==> config.mk <==
export PLATFORM = sky130hd
export DESIGN_NAME = ppi_read_ctrl_flat
export DESIGN_NICKNAME = d
export VERILOG_FILES = /design/src/rtl/ppi_read_ctrl_if.sv /design/src/rtl/ppi_read_ctrl.sv /design/src/flat_wrapper.sv
export SDC_FILE = /design/constraint.sdc
export NUM_CORES = 1
export LEC_CHECK = 0
export ABC_CLOCK_PERIOD_IN_PS = 3000
export CAP_MARGIN = 5
export CORE_AREA = 10 10 71 67
export CTS_CLUSTER_DIAMETER = 80
export DETAILED_ROUTE_END_ITERATION = 7
export DIE_AREA = 0 0 81 77
export HOLD_SLACK_MARGIN = 0.15
export PLACE_DENSITY = 0.83
export SYNTH_ARGS = -nofsm -noshare
export SYNTH_HDL_FRONTEND = slang
export SYNTH_SLANG_ARGS = --single-unit
==> constraint.sdc <==
create_clock -name clk -period 3 [get_ports clk]
set_input_delay 0.6 -clock clk [delete_from_list [all_inputs] [get_ports clk]]
set_output_delay 0.6 -clock clk [all_outputs]
set_load 0.01 [all_outputs]
==> src/rtl/ppi_read_ctrl_if.sv <==
// Bus bundle for the 8255A-style read-side controller.
// Holds the CPU read strobe/address, port input pins, strobes and all
// handshake, buffer and multiplexer-control outputs. The slave modport is
// the controller's view; the master modport is the driving environment.
interface ppi_read_ctrl_if;
    logic       cs_n;
    logic       rd_n;
    logic [1:0] a;
    logic       mode_a;
    logic       mode_b;
    logic       inte_a;
    logic       inte_b;
    logic       stb_a_n;
    logic       stb_b_n;
    logic [7:0] pa_in;
    logic [7:0] pb_in;
    logic [7:0] pa_in_buf;
    logic [7:0] pb_in_buf;
    logic [3:0] dout_sel;
    logic       d_oe;
    logic       ibf_a;
    logic       ibf_b;
    logic       intr_a;
    logic       intr_b;
    logic [7:0] pc_status;

    modport master (
        output cs_n, rd_n, a, mode_a, mode_b, inte_a, inte_b,
               stb_a_n, stb_b_n, pa_in, pb_in,
        input  pa_in_buf, pb_in_buf, dout_sel, d_oe,
               ibf_a, ibf_b, intr_a, intr_b, pc_status
    );

    modport slave (
        input  cs_n, rd_n, a, mode_a, mode_b, inte_a, inte_b,
               stb_a_n, stb_b_n, pa_in, pb_in,
        output pa_in_buf, pb_in_buf, dout_sel, d_oe,
               ibf_a, ibf_b, intr_a, intr_b, pc_status
    );
endinterface

==> src/rtl/ppi_read_ctrl.sv <==
// ppi_read_ctrl: read-side controller of an 8255A-style parallel port.
// Sequences CPU reads (IDLE -> ACTIVE -> DONE), drives the data-out
// multiplexer select code and bus enable, runs the mode-1 strobed-input
// handshake (buffer, IBF, INTR) for ports A and B and builds the port C
// status byte.
// Optional feature macro: PPI_PCSTATUS_EN enables the port C status byte
// and the a = 10 read path; when undefined pc_status is 8'h00 and a = 10
// reads like the unreadable control register.
module ppi_read_ctrl #(
    parameter int unsigned SYNC_STAGES = 2
) (
    input logic           clk,
    input logic           rst_n,
    ppi_read_ctrl_if.slave bus
);

    typedef enum logic [1:0] {
        ST_IDLE   = 2'b00,
        ST_ACTIVE = 2'b01,
        ST_DONE   = 2'b10
    } state_t;

    typedef struct packed {
        logic [7:0] data;
        logic       ibf;
        logic       intr;
    } port_t;

    // Next handshake state of one port. Sets win over clears in the same
    // cycle so a strobe arriving with a read completion is never lost.
    function automatic port_t port_next(
        input port_t      cur,
        input logic       mode,
        input logic       inte,
        input logic       stb_fall,
        input logic       stb_rise,
        input logic       clr_ibf,
        input logic       clr_intr,
        input logic [7:0] pins
    );
        port_t nxt;
        nxt = cur;
        if (!mode) begin
            nxt.ibf  = 1'b0;
            nxt.intr = 1'b0;
        end else begin
            if (stb_fall) begin
                nxt.data = pins;
                nxt.ibf  = 1'b1;
            end else if (clr_ibf) begin
                nxt.ibf = 1'b0;
            end else begin
                nxt.ibf = cur.ibf;
            end
            if (stb_rise && cur.ibf && inte) begin
                nxt.intr = 1'b1;
            end else if (clr_intr || !inte) begin
                nxt.intr = 1'b0;
            end else begin
                nxt.intr = cur.intr;
            end
        end
        return nxt;
    endfunction

    // Bus enable and multiplexer select for a given FSM state and address.
    function automatic logic [4:0] read_out(
        input state_t     st,
        input logic [1:0] addr,
        input logic       ma,
        input logic       mb
    );
        logic [4:0] r;
        r = {1'b0, 4'b1111};
        if (st == ST_ACTIVE) begin
            case (addr)
                2'b00:   r = {1'b1, (ma ? 4'b0001 : 4'b0000)};
                2'b01:   r = {1'b1, (mb ? 4'b0011 : 4'b0010)};
`ifdef PPI_PCSTATUS_EN
                2'b10:   r = {1'b1, 4'b0100};
`else
                2'b10:   r = {1'b0, 4'b1111};
`endif
                default: r = {1'b0, 4'b1111};
            endcase
        end else begin
            r = {1'b0, 4'b1111};
        end
        return r;
    endfunction

    // Index 0 = rd_n, 1 = stb_a_n, 2 = stb_b_n.
    logic [2:0]             async_in_s;
    logic [SYNC_STAGES-1:0] sync_q [3];
    logic [2:0]             prev_q;
    logic [2:0]             synced_s;
    logic [2:0]             fall_s;
    logic [2:0]             rise_s;

    state_t     state_q, state_d;
    logic [1:0] a_q, a_d;
    logic       read_start_s;
    logic       read_end_s;

    port_t      port_a_q, port_a_d;
    port_t      port_b_q, port_b_d;
    logic       clr_intr_a_s, clr_intr_b_s;
    logic       clr_ibf_a_s, clr_ibf_b_s;

    logic [3:0] dout_sel_q;
    logic       d_oe_q;
    logic [4:0] out_d;
    logic [7:0] pc_status_q, pc_status_d;

    assign async_in_s = {bus.stb_b_n, bus.stb_a_n, bus.rd_n};

    // Synchronizer chains and previous-value flops for edge detection.
    always_ff @(posedge clk or negedge rst_n) begin
        if (!rst_n) begin
            for (int i = 0; i < 3; i++) begin
                sync_q[i] <= {SYNC_STAGES{1'b1}};
            end
            prev_q <= 3'b111;
        end else begin
            for (int i = 0; i < 3; i++) begin
                sync_q[i] <= {sync_q[i][SYNC_STAGES-2:0], async_in_s[i]};
            end
            prev_q <= synced_s;
        end
    end

    // Synchronized levels and their falling/rising edge pulses.
    always_comb begin
        synced_s = 3'b111;
        for (int i = 0; i < 3; i++) begin
            synced_s[i] = sync_q[i][SYNC_STAGES-1];
        end
        fall_s = prev_q & ~synced_s;
        rise_s = ~prev_q & synced_s;
    end

    assign read_start_s = (state_q == ST_IDLE) && fall_s[0] && !bus.cs_n;
    assign read_end_s   = (state_q == ST_ACTIVE) && rise_s[0];

    // Read FSM next state; address is captured only when a read begins.
    always_comb begin
        state_d = state_q;
        a_d     = a_q;
        case (state_q)
            ST_IDLE: begin
                if (read_start_s) begin
                    state_d = ST_ACTIVE;
                    a_d     = bus.a;
                end else begin
                    state_d = ST_IDLE;
                end
            end
            ST_ACTIVE: begin
                if (rise_s[0]) begin
                    state_d = ST_DONE;
                end else begin
                    state_d = ST_ACTIVE;
                end
            end
            ST_DONE: state_d = ST_IDLE;
            default: state_d = ST_IDLE;
        endcase
    end

    // Read FSM state and latched address.
    always_ff @(posedge clk or negedge rst_n) begin
        if (!rst_n) begin
            state_q <= ST_IDLE;
            a_q     <= 2'b00;
        end else begin
            state_q <= state_d;
            a_q     <= a_d;
        end
    end

    // Handshake clears: INTR on read entry, IBF on the step into DONE.
    assign clr_intr_a_s = read_start_s && (bus.a == 2'b00);
    assign clr_intr_b_s = read_start_s && (bus.a == 2'b01);
    assign clr_ibf_a_s  = read_end_s && (a_q == 2'b00);
    assign clr_ibf_b_s  = read_end_s && (a_q == 2'b01);

    // Next handshake state, mux controls and status byte.
    always_comb begin
        port_a_d = port_next(port_a_q, bus.mode_a, bus.inte_a, fall_s[1], rise_s[1],
                             clr_ibf_a_s, clr_intr_a_s, bus.pa_in);
        port_b_d = port_next(port_b_q, bus.mode_b, bus.inte_b, fall_s[2], rise_s[2],
                             clr_ibf_b_s, clr_intr_b_s, bus.pb_in);
        out_d    = read_out(state_d, a_d, bus.mode_a, bus.mode_b);
`ifdef PPI_PCSTATUS_EN
        pc_status_d = {2'b00, port_a_d.ibf, bus.inte_a, port_a_d.intr,
                       bus.inte_b, port_b_d.ibf, port_b_d.intr};
`else
        pc_status_d = 8'h00;
`endif
    end

    // Registered port state and outputs.
    always_ff @(posedge clk or negedge rst_n) begin
        if (!rst_n) begin
            port_a_q    <= '{data: 8'h00, ibf: 1'b0, intr: 1'b0};
            port_b_q    <= '{data: 8'h00, ibf: 1'b0, intr: 1'b0};
            d_oe_q      <= 1'b0;
            dout_sel_q  <= 4'b1111;
            pc_status_q <= 8'h00;
        end else begin
            port_a_q    <= port_a_d;
            port_b_q    <= port_b_d;
            d_oe_q      <= out_d[4];
            dout_sel_q  <= out_d[3:0];
            pc_status_q <= pc_status_d;
        end
    end

    assign bus.pa_in_buf = port_a_q.data;
    assign bus.pb_in_buf = port_b_q.data;
    assign bus.ibf_a     = port_a_q.ibf;
    assign bus.ibf_b     = port_b_q.ibf;
    assign bus.intr_a    = port_a_q.intr;
    assign bus.intr_b    = port_b_q.intr;
    assign bus.d_oe      = d_oe_q;
    assign bus.dout_sel  = dout_sel_q;
    assign bus.pc_status = pc_status_q;

endmodule
==> src/flat_wrapper.sv <==
// flat-port wrapper written by rule: the top's interface ports become plain ports
module ppi_read_ctrl_flat 
#(
    parameter int unsigned SYNC_STAGES = 2
)
  (clk, rst_n, bus_cs_n, bus_rd_n, bus_a, bus_mode_a, bus_mode_b, bus_inte_a, bus_inte_b, bus_stb_a_n, bus_stb_b_n, bus_pa_in, bus_pb_in, bus_pa_in_buf, bus_pb_in_buf, bus_dout_sel, bus_d_oe, bus_ibf_a, bus_ibf_b, bus_intr_a, bus_intr_b, bus_pc_status);
  ppi_read_ctrl_if bus_i ();
  input logic clk;
  input logic rst_n;
  input wire logic [$bits(bus_i.cs_n)-1:0] bus_cs_n;
  input wire logic [$bits(bus_i.rd_n)-1:0] bus_rd_n;
  input wire logic [$bits(bus_i.a)-1:0] bus_a;
  input wire logic [$bits(bus_i.mode_a)-1:0] bus_mode_a;
  input wire logic [$bits(bus_i.mode_b)-1:0] bus_mode_b;
  input wire logic [$bits(bus_i.inte_a)-1:0] bus_inte_a;
  input wire logic [$bits(bus_i.inte_b)-1:0] bus_inte_b;
  input wire logic [$bits(bus_i.stb_a_n)-1:0] bus_stb_a_n;
  input wire logic [$bits(bus_i.stb_b_n)-1:0] bus_stb_b_n;
  input wire logic [$bits(bus_i.pa_in)-1:0] bus_pa_in;
  input wire logic [$bits(bus_i.pb_in)-1:0] bus_pb_in;
  output wire logic [$bits(bus_i.pa_in_buf)-1:0] bus_pa_in_buf;
  output wire logic [$bits(bus_i.pb_in_buf)-1:0] bus_pb_in_buf;
  output wire logic [$bits(bus_i.dout_sel)-1:0] bus_dout_sel;
  output wire logic [$bits(bus_i.d_oe)-1:0] bus_d_oe;
  output wire logic [$bits(bus_i.ibf_a)-1:0] bus_ibf_a;
  output wire logic [$bits(bus_i.ibf_b)-1:0] bus_ibf_b;
  output wire logic [$bits(bus_i.intr_a)-1:0] bus_intr_a;
  output wire logic [$bits(bus_i.intr_b)-1:0] bus_intr_b;
  output wire logic [$bits(bus_i.pc_status)-1:0] bus_pc_status;
  assign bus_i.cs_n = bus_cs_n;
  assign bus_i.rd_n = bus_rd_n;
  assign bus_i.a = bus_a;
  assign bus_i.mode_a = bus_mode_a;
  assign bus_i.mode_b = bus_mode_b;
  assign bus_i.inte_a = bus_inte_a;
  assign bus_i.inte_b = bus_inte_b;
  assign bus_i.stb_a_n = bus_stb_a_n;
  assign bus_i.stb_b_n = bus_stb_b_n;
  assign bus_i.pa_in = bus_pa_in;
  assign bus_i.pb_in = bus_pb_in;
  assign bus_pa_in_buf = bus_i.pa_in_buf;
  assign bus_pb_in_buf = bus_i.pb_in_buf;
  assign bus_dout_sel = bus_i.dout_sel;
  assign bus_d_oe = bus_i.d_oe;
  assign bus_ibf_a = bus_i.ibf_a;
  assign bus_ibf_b = bus_i.ibf_b;
  assign bus_intr_a = bus_i.intr_a;
  assign bus_intr_b = bus_i.intr_b;
  assign bus_pc_status = bus_i.pc_status;
  ppi_read_ctrl #(.SYNC_STAGES(SYNC_STAGES)) u_core (.clk(clk), .rst_n(rst_n), .bus(bus_i));
endmodule
Yosys cells after proc, flatten, opt, wreduce, memory -nomap -nowiden
Index checks and enable logic that the tools add are counted.

Logic and storage cells: 68. Output and inout port bits: 33. Register bits after elaboration: 38. Input bits: 28.

Multiplexer cells: 19. Bitwise gates (word level): 4. Equal/unequal tests: 9. Reductions and logical operators: 22.

Operators with widths (number): != test 3 x 1 -> 1 bit (second input constant) (4); logical AND 1 bit (11); two-way mux 1 bit (11); equality test 2 x 1 -> 1 bit (second input constant) (5); two-way mux 2 bit (5); case mux 5 bit (2 select lines) (1); logical NOT 2 bit (4); AND 3 bit (2); inverter 3 bit (2); two-way mux 5 bit (1); case mux 2 bit (2 select lines) (1); AND reduction 2 bit (2); logical NOT 1 bit (3); logical OR 1 bit (2).

Depth between registers and ports, before layout
Gate-level depths: netlist (run 1).

Depth in word-level cells: 9. Mapped depth: 4. Gate-level depth less buffers: 4.

Worst setup path after synthesis (run 1)
No wires, ideal clock.

Kind: in2reg. Start point: input port bus_cs_n. End point: register u_core.dout_sel_q[0] (netlist: u_core.bus.dout_sel[0]). Slack: 1370 ps. Arrival: 1548 ps. Buffers on the path: 0. Required time: 2918 ps. Stages on the path: 4. Setup time: 82 ps. Cell sequence: nor4b_4 nand2b_2 a22o_1 a211o_1.

Word-level cells in the longest chain between the ends: 7. Elaborated cells on any way between the ends: 11. Those cells by class: eq/ne: 2; mux: 6; reduce/logical: 3.

Ends and longest elaborated chain: from (decl) (line flat_wrapper.sv:10) `input wire logic [$bits(bus_i.cs_n)-1:0] bus_cs_n;`; logical NOT 1 bit * (line ppi_read_ctrl.sv:142) `assign read_start_s = (state_q == ST_IDLE) && fall_s[0] && !bus.cs_n;`; logical AND 1 bit * (line ppi_read_ctrl.sv:142); two-way mux 2 bit * (line ppi_read_ctrl.sv:151) `if (read_start_s) begin`; two-way mux 2 bit * (line ppi_read_ctrl.sv:149) `case (state_q)`; via u_core.a_d[0] (line ppi_read_ctrl.sv:101) `logic [1:0] a_q, a_d;`; equality test 2 x 1 -> 1 bit or logical NOT 2 bit (tied branches) (line ppi_read_ctrl.sv:76) `case (addr)`; case mux 5 bit (2 select lines) * (line ppi_read_ctrl.sv:76); two-way mux 5 bit * (line ppi_read_ctrl.sv:75) `if (st == ST_ACTIVE) begin`; via u_core.out_d[0] (line ppi_read_ctrl.sv:112) `logic [4:0] out_d;`; to (signal assigned) (line ppi_read_ctrl.sv:214) `dout_sel_q <= out_d[3:0];`; to (decl) (line ppi_read_ctrl.sv:110) `logic [3:0] dout_sel_q;`.

Mark *: on every way through the listed nets, which the timed path passes. The rest lies on a longest branch. A chain may end at the register's enable or synchronous reset.

Worst setup path after layout (run 1)
Start point: register u_core.dout_sel_q[2] (netlist: u_core.bus.dout_sel[2]). End point: output port bus_dout_sel[2].

RTL lines: to (decl) (line flat_wrapper.sv:23) `output wire logic [$bits(bus_i.dout_sel)-1:0] bus_dout_sel;`.

No word-level cell between the ends.

==> impl_table.tex, run 1 <==
\begin{tabular}{lr}
\hline
Metric & Value \\
\hline
\multicolumn{2}{l}{\textbf{Layout}} \\
Fraction of final layout cells with drive strength greater than 1 & 24.5\% \\
Nets & roughly 180 \\
Combined flip-flop and latch cell area & between 900 and 1000 µm² \\
Antenna diode instance count & 0 \\
Number of inserted filler cells in the final layout & about 280 \\
Multi-input gate area & 449 µm² \\
P\&R area growth vs syn & 43.0\% \\
\multicolumn{2}{l}{\textbf{Detailed routing}} \\
Number of iterations in the first detailed-routing pass & 4 \\
Initial detailed-routing violation count & 21 \\
Antenna Violating Nets Remaining & 0 \\
Detail-routed net length per standard cell & roughly 17 µm \\
WL final & between 3000 and 4000 µm \\
Via count normalized by instance count & 4.71 \\
Count of unresolved DRC violations after routing & 0 \\
Total number of vias & around 940 \\
\multicolumn{2}{l}{\textbf{Clocking}} \\
Buffer depth of the longest clock path & 2 \\
Worst-Skew Late Latency & 0.28 ns \\
\# clock sinks & 37 \\
Number of resized instances in the post-cts repair step & 0 \\
CTS clk-pin slew, worst paths & $\sim$0.06 ns \\
Number of levels the H-tree was split into & 2 \\
Number of hold buffers added after CTS & 0 \\
Number of buffers inserted during clock tree synthesis & 5 \\
Number of setup buffers added after CTS & 0 \\
CTS tree & done \\
Clock Tree Root & sky130\_fd\_sc\_hd\_\_clkbuf\_8 \\
\multicolumn{2}{l}{\textbf{Floorplanning}} \\
Die outline width & approximately 81 µm \\
Number of ports placed on the die boundary & approximately 60 \\
Total die area & 6240 µm² \\
Vertical extent of the die & roughly 77 µm \\
Area inside the core boundary & around 3300 µm² \\
FP Rows & 20 \\
Effective utilization at floorplan & 43.6\% \\
\multicolumn{2}{l}{\textbf{Critical path}} \\
Number of gates on the worst path with buffers counted & 1 \\
Kind of cell adding the most delay to the critical path & flip-flops \\
Highest net fanout along the worst path & 2 \\
Worst setup EP type & primary output \\
Critical-path cell with the highest stage delay & sky130\_fd\_sc\_hd\_\_dfstp\_2 \\
Crit path largest cell delay & about 0.53 ns \\
CP arrival & roughly 1.3 ns \\
Combined buffer and inverter count along the critical path & 1 \\
Worst reg-to-reg setup slack & roughly 1.4 ns \\
Startpoint of the worst-slack reg-to-reg timing path & u\_core.prev\_q[0] \\
Depth of the worst register-to-register path & 4 \\
Ordered cell list for the critical path & clkdlybuf4s50\_1 \\
Worst path required time & $\sim$2.4 ns \\
Category of the critical setup timing path & reg2out \\
Worst flop-to-flop path endpoint & u\_core.bus.dout\_sel[0] \\
Setup crit start kind & flip-flop \\
\multicolumn{2}{l}{\textbf{Timing}} \\
Number of hold-slack violations in the final timing report & 0 \\
Largest clock skew in the final design & 0.00461 ns \\
Max-slew headroom at the worst pin & about 47\% \\
Final worst setup slack & $\sim$1.1 ns \\
Max-slew violation total from the final report & 0 \\
Hold slack final & about 0.36 ns \\
Share of the cycle needed by the critical path after routing & 64.7\% \\
RSZ-0062 raised after global routing & no \\
Total setup violations reported at the end of the flow & 0 \\
Fmax & around 520 MHz \\
Post-route setup TNS & 0 ns \\
Crit path time final & between 1.5 and 2 ns \\
Actual slew at the worst max-slew pin & a little under 0.8 ns \\
\multicolumn{2}{l}{\textbf{Global routing}} \\
Remaining global-route overflow & 0 \\
Number of antenna violations at the first check in global routing & 0 \\
Number of global-route vias before repair & $\sim$1000 \\
Overall Global Routing Usage & $\sim$11\% \\
Maximum number of pins on one net before global-route repair & 38 \\
Global-route wire length before repair & approximately 5200 µm \\
\multicolumn{2}{l}{\textbf{Pwr}} \\
Static leakage & between 0.8 and 0.9 nW \\
Power per Cell Area & 621 nW/µm² \\
Maximum VDD drop & 0.485 mV \\
\multicolumn{2}{l}{\textbf{Worst hold path}} \\
Worst hold path stage count & 0 \\
Startpoint of the lowest-slack hold path & u\_core.sync\_q[0] \\
Class of the tightest hold or removal check & reg2reg \\
Terminating pin of the worst hold path & u\_core.sync\_q[1] \\
\multicolumn{2}{l}{\textbf{Logic synthesis}} \\
Most used flip-flop cell after synthesis & sky130\_fd\_sc\_hd\_\_dfrtp\_1 \\
Warnings from Yosys & 0 \\
Fraction of registers with async set or reset after synthesis & 100\% \\
Count of distinct cell types in the synthesized netlist & 27 \\
Flops \& latches, synth & 37 \\
Syn avg cell area & 14.8 µm² \\
Synthesized netlist cell count & 97 \\
Post-Synthesis Cell Area & 1440 µm² \\
Sequential share of the synthesized area & 65.4\% \\
Number of flops mapped to enable cells by yosys & 0 \\
\multicolumn{2}{l}{\textbf{Placement}} \\
Dpl hpwl & between 2000 and 3000 µm \\
Port bufs & between 50 and 60 \\
DP Worst Slack & 0.783 ns \\
Last weighted congestion value of the routability-driven placer & 0.821 \\
\multicolumn{2}{l}{\textbf{Run status}} \\
Status & finished clean \\
\multicolumn{2}{l}{\textbf{Run}} \\
Max-cap violation count & 0 \\
\hline
\end{tabular}
==> flip-flops by register name, summed over array words and instances (netlist names) <==
| name | flops |
|---|---|
| u_core.bus.pa_in_buf | 8 |
| u_core.bus.ibf_a | 1 |
| u_core.bus.intr_b | 1 |
| u_core.bus.dout_sel | 3 |
| u_core.state_q | 2 |
| u_core.sync_q | 6 |
| u_core.bus.intr_a | 1 |
| u_core.bus.ibf_b | 1 |
| u_core.prev_q | 3 |
| u_core.bus.d_oe | 1 |
| u_core.bus.pb_in_buf | 8 |
| u_core.a_q | 2 |
==> kinds of logic after synthesis <==
family | after synthesis | synth area share, %
flops | 37 | 65.4
mux | 18 | 14.0
buf+inv | 11 | 5.22
compound gates | 9 | 4.61
other cells | 1 | 0.261
simple gates | 21 | 10.5
==> cell usage after synthesis (2+ instances only) <==
master	count	area (µm²)
sky130_fd_sc_hd__dfstp_2	12	315
sky130_fd_sc_hd__dfrtp_1	25	626
sky130_fd_sc_hd__inv_1	2	7.51
sky130_fd_sc_hd__buf_4	9	67.6
sky130_fd_sc_hd__nand2b_1	2	12.5
sky130_fd_sc_hd__nand3b_1	5	37.5
sky130_fd_sc_hd__nand2_1	6	22.5
sky130_fd_sc_hd__a21oi_1	2	10.0
sky130_fd_sc_hd__mux2_2	16	180
==> layout make-up <==
cell class	count	share of cell area [%]
well taps	44	2.67
repair buffers	52	25.0
flip-flops and latches	37	45.7
clock buffers	8	4.38
multi-input cells	56	21.8
inverters	2	0.365
==> report_power, final <==
group          total, W  internal [W]  switching, W
sequential     0.000632      0.000586     0.0000463
clock          0.000346      0.000187      0.000159
combinational  0.000300      0.000185      0.000115
total           0.00128      0.000958      0.000320
==> placed cells by master (no fill, tap or decap), drive strengths merged <==
| master | count |
|---|---|
| a211o | 1 |
| a21oi | 2 |
| a221oi | 1 |
| a22o | 1 |
| a31oi | 1 |
| and4bb | 1 |
| buf | 1 |
| clkbuf | 8 |
| clkdlybuf4s50 | 51 |
| conb | 8 |
| dfrtp | 25 |
| dfstp | 12 |
| inv | 2 |
| mux2 | 17 |
| mux2i | 1 |
| nand2 | 6 |
| nand2b | 3 |
| nand3 | 1 |
| nand3b | 5 |
| nor2b | 1 |
| nor3b | 1 |
| nor4b | 1 |
| o21ai | 2 |
| o31ai | 1 |
| or2 | 1 |
| or3b | 1 |
==> worst max path at each step <==
| stage | from | endpoint | slack [ns] |
|---|---|---|---|
| 2_1_floorplan | bus_cs_n | u_core.bus.dout_sel[0] | 1.37 |
| 3_3_place_gp | bus_cs_n | u_core.bus.dout_sel[0] | 0.85 |
| 3_5_place_dp | bus_cs_n | u_core.bus.dout_sel[0] | 0.78 |
| 4_1_cts | u_core.bus.dout_sel[2] | bus_dout_sel[2] | 1.03 |
| 5_1_grt | u_core.bus.dout_sel[2] | bus_dout_sel[2] | 1.02 |
| 6_report | u_core.bus.dout_sel[2] | bus_dout_sel[2] | 1.06 |
==> routing by layer <==
layer	vias up	track usage [%]	routed length [µm]
met2	48	17.3	1620
met1	455	11.0	1210
met3	0	8.39	483
met4	0	3.63	0
li1	435	-	-
met5	-	0	0
==> worst register-to-register path, stage by stage, from the launching register on <==
cell and delay (ns):
sky130_fd_sc_hd__dfstp_2 0.55, sky130_fd_sc_hd__nor4b_4 0.33, sky130_fd_sc_hd__nand2b_2 0.15, sky130_fd_sc_hd__a22o_1 0.23, sky130_fd_sc_hd__a211o_1 0.30
==> per-stage QoR <==
step	std cells	utilization, %	instance area, µm²	power, W
2_1_floorplan	104	-	1470	0.000761
3_3_place_gp	191	59.6	1970	0.000930
3_5_place_dp	191	59.6	1970	0.000945
4_1_cts	199	62.3	2060	0.00130
5_1_grt	199	62.3	2060	0.00135
6_report	199	62.3	2060	0.00128
Power figures use the tool's default switching activity.
==> run 2, diff against run 1 <==
Settings changed: ABC_CLOCK_PERIOD_IN_PS 3000 to 1760, CORE_AREA 10 10 71 67 to 10 10 77 73, DIE_AREA 0 0 81 77 to 0 0 87 83, PLACE_DENSITY 0.83 to 0.73.
Clock period 3 ns to 1.76 ns, I/O delays scaled along.
==> run 2 against run 1 <==
Against the previous run:
- clock power is 72% higher
- critical path depth unchanged
- final cell count grew 6.5%
- hold slack got worse by 0.0021 ns
- first-iteration DRC count is 24% higher
- via count rose by 5.1%
- sequential share of layout area is 2.1 points lower
- non-clock buffer count grew 9
- flip-flop and latch count unchanged
- setup slack lost 0.99 ns
- die area rose by 16%
- combinational power increased by 78%
- critical path type unchanged
- critical endpoint unchanged
- largest power group unchanged
- highest routed layer is now met4
==> impl_table.tex, run 2 (synthesis results as in run 1) <==
\begin{tabular}{lr}
\hline
Metric & Value \\
\hline
\multicolumn{2}{l}{\textbf{Placement}} \\
Last weighted congestion value of the routability-driven placer & roughly 0.72 \\
DP Worst Slack & -0.134 ns \\
Number of instances in the placed design & slightly above 200 \\
Dpl hpwl & 2680 µm \\
Port bufs & 52 \\
\multicolumn{2}{l}{\textbf{Floorplanning}} \\
Area inside the core boundary & 3990 µm² \\
Effective utilization at floorplan & between 30 and 40\% \\
FP Rows & 22 \\
Die outline width & between 80 and 90 µm \\
Vertical extent of the die & 83 µm \\
Total die area & roughly 7200 µm² \\
Number of ports placed on the die boundary & 61 \\
\multicolumn{2}{l}{\textbf{Detailed routing}} \\
WL final & $\sim$3300 µm \\
Initial detailed-routing violation count & 26 \\
Count of unresolved DRC violations after routing & 0 \\
Number of iterations in the first detailed-routing pass & 4 \\
Via count normalized by instance count & $\sim$4.7 \\
Total number of vias & between 900 and 1000 \\
Detail-routed net length per standard cell & $\sim$16 µm \\
Antenna Violating Nets Remaining & 0 \\
\multicolumn{2}{l}{\textbf{Layout}} \\
Fraction of final layout cells with drive strength greater than 1 & around 28\% \\
Most common cell after layout, fill and taps aside & sky130\_fd\_sc\_hd\_\_clkdlybuf4s50\_1 \\
Most frequent cells in the layout & 51 x sky130\_fd\_sc\_hd\_\_clkdlybuf4s50\_1, 25 x sky130\_fd\_sc\_hd\_\_dfrtp\_1, 16 x sky130\_fd\_sc\_hd\_\_mux2\_2 \\
Non-filler cells in the finished layout & about 210 \\
Nets & 191 \\
Antenna diode instance count & 0 \\
P\&R area growth vs syn & 50.0\% \\
\multicolumn{2}{l}{\textbf{Clocking}} \\
Clock Tree Root & sky130\_fd\_sc\_hd\_\_clkbuf\_8 \\
Worst-Skew Late Latency & around 0.28 ns \\
\# clock sinks & 37 \\
Number of levels the H-tree was split into & 2 \\
CTS tree & done \\
Buffer depth of the longest clock path & 2 \\
CTS clk-pin slew, worst paths & roughly 0.070 ns \\
Number of setup buffers added after CTS & 0 \\
Number of buffers inserted during clock tree synthesis & 5 \\
\multicolumn{2}{l}{\textbf{Global routing}} \\
Number of global-route vias before repair & $\sim$1100 \\
Remaining global-route overflow & 0 \\
Overall Global Routing Usage & $\sim$9.2\% \\
Global-route wire length before repair & about 5300 µm \\
Number of antenna violations at the first check in global routing & 0 \\
Maximum number of pins on one net before global-route repair & 20 \\
\multicolumn{2}{l}{\textbf{Timing}} \\
Fmax & between 500 and 600 MHz \\
Number of hold-slack violations in the final timing report & 0 \\
Share of the cycle needed by the critical path after routing & approximately 96\% \\
RSZ-0062 raised after global routing & no \\
Total setup violations reported at the end of the flow & 0 \\
Crit path time final & 1.69 ns \\
Max-slew violation total from the final report & 0 \\
Largest clock skew in the final design & around 0.0042 ns \\
Final worst setup slack & slightly above 0.07 ns \\
\multicolumn{2}{l}{\textbf{Worst hold path}} \\
Class of the tightest hold or removal check & reg2reg \\
Startpoint of the lowest-slack hold path & u\_core.sync\_q[0] \\
\multicolumn{2}{l}{\textbf{Critical path}} \\
Setup crit start kind & flip-flop \\
Startpoint of the worst-slack reg-to-reg timing path & u\_core.prev\_q[0] \\
Worst setup EP type & primary output \\
Critical path origin & u\_core.bus.dout\_sel[2] \\
Worst path required time & around 1.4 ns \\
Highest net fanout along the worst path & 2 \\
Crit path largest cell delay & approximately 0.53 ns \\
Ordered cell list for the critical path & clkdlybuf4s50\_1 \\
Kind of cell adding the most delay to the critical path & flip-flops \\
Combined buffer and inverter count along the critical path & 1 \\
CP arrival & 1.34 ns \\
Critical-path cell with the highest stage delay & sky130\_fd\_sc\_hd\_\_dfstp\_2 \\
Category of the critical setup timing path & reg2out \\
\multicolumn{2}{l}{\textbf{Pwr}} \\
Static leakage & 0.912 nW \\
Power per Cell Area & between 1000 and 1500 nW/µm² \\
Power after layout & 0.00221 W \\
Maximum VDD drop & between 0.5 and 0.6 mV \\
\multicolumn{2}{l}{\textbf{Run}} \\
Max-cap violation count & 0 \\
\multicolumn{2}{l}{\textbf{Run status}} \\
Status & finished clean \\
\hline
\end{tabular}
[run 2: changes by cell type in the layout (fill, tap and decap cells not counted)]
cell / before / now
sky130_fd_sc_hd__dlygate4sd3_1: 0 / 1
sky130_fd_sc_hd__buf_4: 0 / 6
sky130_fd_sc_hd__buf_12: 0 / 2
[run 2: power breakdown]
part	internal, W	switching (W)	total, W
Sequential	0.000999	0.0000815	0.00108
Combinational	0.000338	0.000197	0.000535
Clock	0.000319	0.000276	0.000595
[run 2: layout make-up]
cell class | instances | area (µm²)
Clock buffer | 8 | 90.1
Fill cell | 334 | 1830
Inverter | 2 | 7.51
Multi-Input combinational cell | 56 | 449
Sequential cell | 37 | 941
Tap cell | 48 | 60.1
Timing Repair Buffer | 61 | 611
[run 2: final timing paths]
path	end	slack, ns	depth (start not counted)
max	bus_dout_sel[2]	0.07	1
min	u_core.sync_q[1]	0.36	0
max reg2reg	u_core.bus.dout_sel[0]	0.19	4
min reg2reg	u_core.sync_q[1]	0.36	0
max in group asynchronous	u_core.bus.dout_sel[2]	0.67	3
min in group asynchronous	u_core.bus.pa_in_buf[3]	0.55	2
[run 2: metal layers]
layer,GRT usage [%],wire length [µm]
met4,2.20,29
met5,0,0
met2,16.0,1720
met1,8.47,1180
met3,6.54,411
[run 2: per-stage QoR]
step	setup TNS [ns]	hold WS, ns	util, %	cell area (µm²)
2_1_floorplan	0	0.0564	-	1470
3_3_place_gp	-0.283	0.306	51.6	2060
3_5_place_dp	-0.446	0.321	51.6	2060
4_1_cts	0	0.354	54.1	2160
5_1_grt	0	0.359	54.1	2160
6_report	0	0.356	54.1	2160
[run 2: repair_timing]
action                    4_1_cts  5_1_grt
hold endpoints to repair       13        0
hold buffers                    1        0
gates resized for setup         0        0
